==> src/rtl/mul_pkg.sv <==
// Shared types and widths for the sequential multiplier.
package mul_pkg;

  typedef enum logic [1:0] {
    MUL_IDLE,
    MUL_BUSY,
    MUL_DONE
  } mul_state_e;

  localparam int unsigned MUL_W     = 16;
  localparam int unsigned MUL_PW    = 32;
  localparam int unsigned MUL_CNT_W = 4;

endpackage

==> src/rtl/adder_16bit.sv <==
// 16-bit ripple adder with carry in/out, used as the partial-product accumulator.
module adder_16bit (
  input  logic [15:0] a_i,
  input  logic [15:0] b_i,
  input  logic        cin_i,
  output logic [15:0] sum_o,
  output logic        cout_o
);

  assign {cout_o, sum_o} = 17'(a_i) + 17'(b_i) + 17'(cin_i);

endmodule

==> src/rtl/mul_16bit_seq.sv <==
// Unsigned 16x16 -> 32 shift-add multiplier, one multiplier bit per cycle,
// valid/ready on both sides, one operation in flight.
module mul_16bit_seq
  import mul_pkg::*;
#(
  parameter bit EARLY_OUT = 1'b0
) (
  input  logic                 clk,
  input  logic                 rst,
  input  logic                 in_valid,
  output logic                 in_ready,
  input  logic [MUL_W-1:0]     A,
  input  logic [MUL_W-1:0]     B,
  output logic                 out_valid,
  input  logic                 out_ready,
  output logic [MUL_PW-1:0]    P
);

  localparam logic [MUL_CNT_W-1:0] CntLast = MUL_CNT_W'(MUL_W - 1);

  mul_state_e             state_q;
  logic [MUL_W-1:0]       mcand_q;
  logic [MUL_W-1:0]       hi_q;
  logic [MUL_W-1:0]       lo_q;
  logic [MUL_CNT_W-1:0]   cnt_q;
  logic                   in_ready_q;
  logic                   out_valid_q;
  logic [MUL_PW-1:0]      p_q;

  logic [MUL_W-1:0]       addend;
  logic [MUL_W-1:0]       sum;
  logic                   cout;
  logic [MUL_W-1:0]       hi_d;
  logic [MUL_W-1:0]       lo_d;
  logic [MUL_PW-1:0]      prod_step;
  logic [MUL_PW-1:0]      prod_out;
  logic                   rem_zero;
  logic                   last_step;

  assign addend = lo_q[0] ? mcand_q : '0;

  adder_16bit u_adder (
    .a_i    (hi_q),
    .b_i    (addend),
    .cin_i  (1'b0),
    .sum_o  (sum),
    .cout_o (cout)
  );

  // One accumulate-and-shift step: keep bits [32:1] of {carry, sum, lo}.
  always_comb begin
    {hi_d, lo_d} = {cout, sum, lo_q[MUL_W-1:1]};
    prod_step    = {hi_d, lo_d};
    // Multiplier bits still waiting above the one consumed this step.
    rem_zero     = ((lo_q >> 1) & (16'h7FFF >> cnt_q)) == '0;
    last_step    = (cnt_q == CntLast) || (EARLY_OUT && rem_zero);
    // On early exit the skipped steps would only shift right; do them at once.
    prod_out     = prod_step >> (CntLast - cnt_q);
  end

  // FSM with registered handshake outputs and datapath registers.
  always_ff @(posedge clk) begin
    if (rst) begin
      state_q     <= MUL_IDLE;
      mcand_q     <= '0;
      hi_q        <= '0;
      lo_q        <= '0;
      cnt_q       <= '0;
      in_ready_q  <= 1'b1;
      out_valid_q <= 1'b0;
      p_q         <= '0;
    end else begin
      unique case (state_q)
        MUL_IDLE: begin
          if (in_valid && in_ready_q) begin
            mcand_q    <= A;
            hi_q       <= '0;
            lo_q       <= B;
            cnt_q      <= '0;
            in_ready_q <= 1'b0;
            state_q    <= MUL_BUSY;
          end
        end
        MUL_BUSY: begin
          hi_q <= hi_d;
          lo_q <= lo_d;
          if (last_step) begin
            p_q         <= prod_out;
            out_valid_q <= 1'b1;
            state_q     <= MUL_DONE;
          end else begin
            cnt_q <= cnt_q + 1'b1;
          end
        end
        MUL_DONE: begin
          if (out_ready) begin
            out_valid_q <= 1'b0;
            in_ready_q  <= 1'b1;
            state_q     <= MUL_IDLE;
          end
        end
        default: begin
          state_q <= MUL_IDLE;
        end
      endcase
    end
  end

  assign in_ready  = in_ready_q;
  assign out_valid = out_valid_q;
  assign P         = p_q;

endmodule

==> config.mk <==
export PLATFORM = sky130hd
export DESIGN_NAME = mul_16bit_seq
export DESIGN_NICKNAME = d
export VERILOG_FILES = /design/src/rtl/mul_pkg.sv /design/src/rtl/adder_16bit.sv /design/src/rtl/mul_16bit_seq.sv
export SDC_FILE = /design/constraint.sdc
export NUM_CORES = 1
export LEC_CHECK = 0
export BUFFER_PORTS_ARGS = -buffer_cell sky130_fd_sc_hd__buf_2
export CORE_UTILIZATION = 55
export DETAILED_ROUTE_END_ITERATION = 16
export GPL_TIMING_DRIVEN = 0
export PLACE_DENSITY_LB_ADDON = 0.1
export SYNTH_ARGS = -nofsm -noshare
export SYNTH_HDL_FRONTEND = slang
export SYNTH_SLANG_ARGS = --single-unit
==> constraint.sdc <==
create_clock -name clk -period 3.33 [get_ports clk]
set_input_delay 0 -clock clk [delete_from_list [all_inputs] [get_ports clk]]
set_output_delay 0 -clock clk [all_outputs]
set_load 0.03 [all_outputs]
==> summary.md <==
| Metric | Value |
|---|---|
| Number of buffers and inverters on the critical path | `1` |
| Vias per cell | `roughly 6` |
| Syn Inst Count | `about 650` |
| # diodes | `0` |
| Smallest setup slack after layout | `about 0.14 ns` |
| Clk sinks | `slightly below 90` |
| DP HPWL | `about 11 mm` |
| Critical path startpoint category | `register` |
| Max Clock Freq | `0.313 GHz` |
| Largest delay contributor family on the critical path | `compound AO/OA/AOI/OAI gates` |
| Placer Congestion | `approximately 0.93` |
| Die Area | `between 0.009 and 0.01 mm²` |
| Top-count cell post-synth | `nand2_1` |
| Clock skew after layout | `between 0.01 and 0.015 ns` |
| Outcome | `completed` |
| Layout cell share with drive strength beyond 1 | `15.5%` |
| First-pass GRT wire length | `approximately 25 mm` |
| Yosys top cell area share | `about a third` |
| Clk root buf | `clkbuf_8` |
| Post-synth EDFFs | `0` |
| Final Cycle Share | `around 96%` |
| Seq/Total Area, Yosys | `a little over a third` |
| Worst skew pair latency | `approximately 0.36 ns` |
| Worst path required time | `between 3 and 4 ns` |
| Die W | `slightly below 100 µm` |
| Power Total | `2.19 mW` |
| Mapped cell area | `roughly 0.005 mm²` |
| Switching share of power | `between 30% and 40%` |
| Number of remaining DRC errors | `0` |
| Synthesis Warnings | `0` |
| # setup viols final | `0` |
| Initial Util | `between 50% and 60%` |
| Port Buf Inserts | `68` |
| Post-Route WL | `15.0 mm` |
| Setup TNS | `0 ns` |
| Most frequent cells after synthesis | `nand2_1, dfxtp_1, a21oi_1, nor2_1, clkbuf_1` |
| Core Box Area | `approximately 0.0088 mm²` |
| VDD IR max | `0.265 mV` |
| Worst rel slew slack | `between 30% and 40%` |
| Post-place setup slack | `between 0.05 and 0.06 ns` |
| Clock buffer count from CTS | `9` |
| Area Growth Syn to Fin | `20.7%` |
| Num rows | `34` |
| Fin. Hold Viols | `0` |
| CP max stage delay | `0.41 ns` |
| Longest Clk Path Bufs | `2` |
| Avg WL per Cell | `approximately 17 µm` |
| Synth unique cells | `65` |
| Post-DRT Antenna Nets | `0` |
| FF+latch count, synth | `88` |
| Mean post-synth cell area | `about 7.7 µm²` |
| Main synth FF type | `dfxtp_1` |
| Synth top area cells | `dfxtp_1, nand2_1, a21oi_1` |
| Clock Power Share | `32.0%` |
| Slowest-stage cell, CP | `fa_1` |
| Mapped Nets | `706` |
| Pin count of the biggest net entering global routing | `16` |
| CP Data Arrival Time | `between 3 and 4 ns` |
| Comb power frac | `between 10% and 20%` |
| GRT overflow | `0` |
| Least-Margin Pin Slew | `~0.90 ns` |
| Drt pass-1 iters | `6` |
| Slew Limit Fails | `0` |
| DR vias | `around 5300` |
| Violation count after the first detailed-route iteration | `~390` |
| Clk slew on worst S/H paths | `~0.090 ns` |
| Maxcap violations | `0` |
| Ports | `70` |
| Vias in the first global route | `between 5000 and 6000` |
| Initial antenna violation count | `0` |
| Area leader, netlist | `dfxtp_1` |
| Crit. End Element | `register` |
| Psw | `around 680 µW` |
| Die height | `slightly below 100 µm` |
| Final net count | `roughly 820` |
| Critical-path cell list | `clkbuf_2 -> and2_1 -> ha_1 -> fa_1 -> a21o_1 -> a221oi_4 -> o211ai_1 -> a41o_1 -> nand2b_1 -> o211a_1 -> o21ba_2` |
| CTS H-Tree Depth | `3` |
| All-layer global routing usage | `between 30% and 40%` |
| CP max FO | `10` |
| Asr flop ratio synth | `0%` |
| TritonCTS clock tree | `built` |
| Power Density | `364 mW/mm²` |
| Power Internal | `1.52 mW` |
| HP Class | `in2reg` |
| CP Class | `reg2reg` |
| Crit path time final | `between 3 and 4 ns` |
| Leak | `roughly 2.4 nW` |
| Flop pwr share | `roughly half` |
| Final core occ | `around 69%` |
==> worst register-to-register path: stages (launching register included) <==
cell,delay [ns]
dfxtp_2,0.38
clkbuf_2,0.18
and2_1,0.17
ha_1,0.23
fa_1,0.41
a21o_1,0.22
a221oi_4,0.37
o211ai_1,0.28
a41o_1,0.34
nand2b_1,0.18
o211a_1,0.13
o21ba_2,0.20
==> metrics by stage <==
| stage | hold slack [ns] | instance area (µm²) | instances |
|---|---|---|---|
| floorplan | 0.136 | 5000 | 652 |
| global placement | 0.242 | 5470 | 828 |
| detailed placement | 0.249 | 5470 | 828 |
| CTS | 0.0510 | 5980 | 877 |
| global route | 0.107 | 6030 | 880 |
| finish | 0.0504 | 6030 | 880 |
==> path summary, 6_finish.rpt <==
check            from  endpoint  slack [ns]  cells past startpoint
max           lo_q[0]     P[30]        0.14                     11
min          in_valid  in_ready        0.05                      4
max reg2reg   lo_q[0]     P[30]        0.14                     11
min reg2reg      P[2]      P[2]        0.45                      2
==> layout by cell type (no fill, tap or decap), drive strengths merged, types with 10 or more instances in the layout <==
cell / instances
a211oi: 10
nand3: 33
a21oi: 72
o211ai: 15
mux2i: 19
nand2: 128
nor3: 13
buf: 79
a311oi: 17
clkbuf: 50
and2: 20
dlygate4sd3: 33
ha: 17
o21ai: 24
inv: 17
dfxtp: 88
nor2: 55
==> final cells by class <==
cell class	instances	area [µm²]
buffer	48	188
clock buffer	10	138
clock inverter	6	43.8
fill	742	2730
inverter	16	60.1
multi-input combinational	500	3010
sequential	88	1760
tap	108	135
timing repair buffer	104	693
==> power groups by stage <==
| stage | clock network, mW | registers [mW] | logic (mW) |
|---|---|---|---|
| floorplan | 0 | 1.14 | 0.219 |
| detailed placement | 0 | 1.16 | 0.316 |
| CTS | 0.702 | 1.13 | 0.349 |
| global route | 0.748 | 1.14 | 0.397 |
| global placement | 0 | 1.15 | 0.308 |
| finish | 0.702 | 1.13 | 0.360 |
==> metal layers <==
| layer | part of all wire (%) | vias up | routed length (µm) | track usage, % |
|---|---|---|---|---|
| met4 | 2.6 | 0 | 393 | 11.4 |
| met2 | 44 | 253 | 6650 | 50.3 |
| li1 | - | 2536 | - | - |
| met5 | 0 | - | 0 | 0 |
| met3 | 7.6 | 39 | 1150 | 5.11 |
| met1 | 45 | 2462 | 6810 | 44.9 |
==> repair_timing <==
item	4_1_cts	5_1_grt
endpoints found under the hold margin	35	0
hold buffers	33	0
buffers inserted	0	3
gates resized for setup	0	7
endpoints found under the setup margin	0	5
==> kinds of logic (layout without fill, tap and decap cells) <==
family                     count (synthesis)  count (layout)  synth area share (%)
muxes                                     24              24                  5.23
buffers and inverters                     64             184                  4.93
xor gates and xnor gates                  10              10                  1.75
AOI/OAI and AO/OA                        175             175                  23.6
DFF                                       88              88                  35.3
and+or+nand+nor                          273             273                  24.6
adders and majority gates                 18              18                  4.66
==> flip-flops by register name, summed over array words and instances (netlist names) <==
| signal | flops |
|---|---|
| cnt_q | 4 |
| mcand_q | 16 |
| out_valid | 1 |
| P | 32 |
| state_q | 2 |
| in_ready | 1 |
| hi_q | 16 |
| lo_q | 16 |
(Power assumes the default switching activity.)
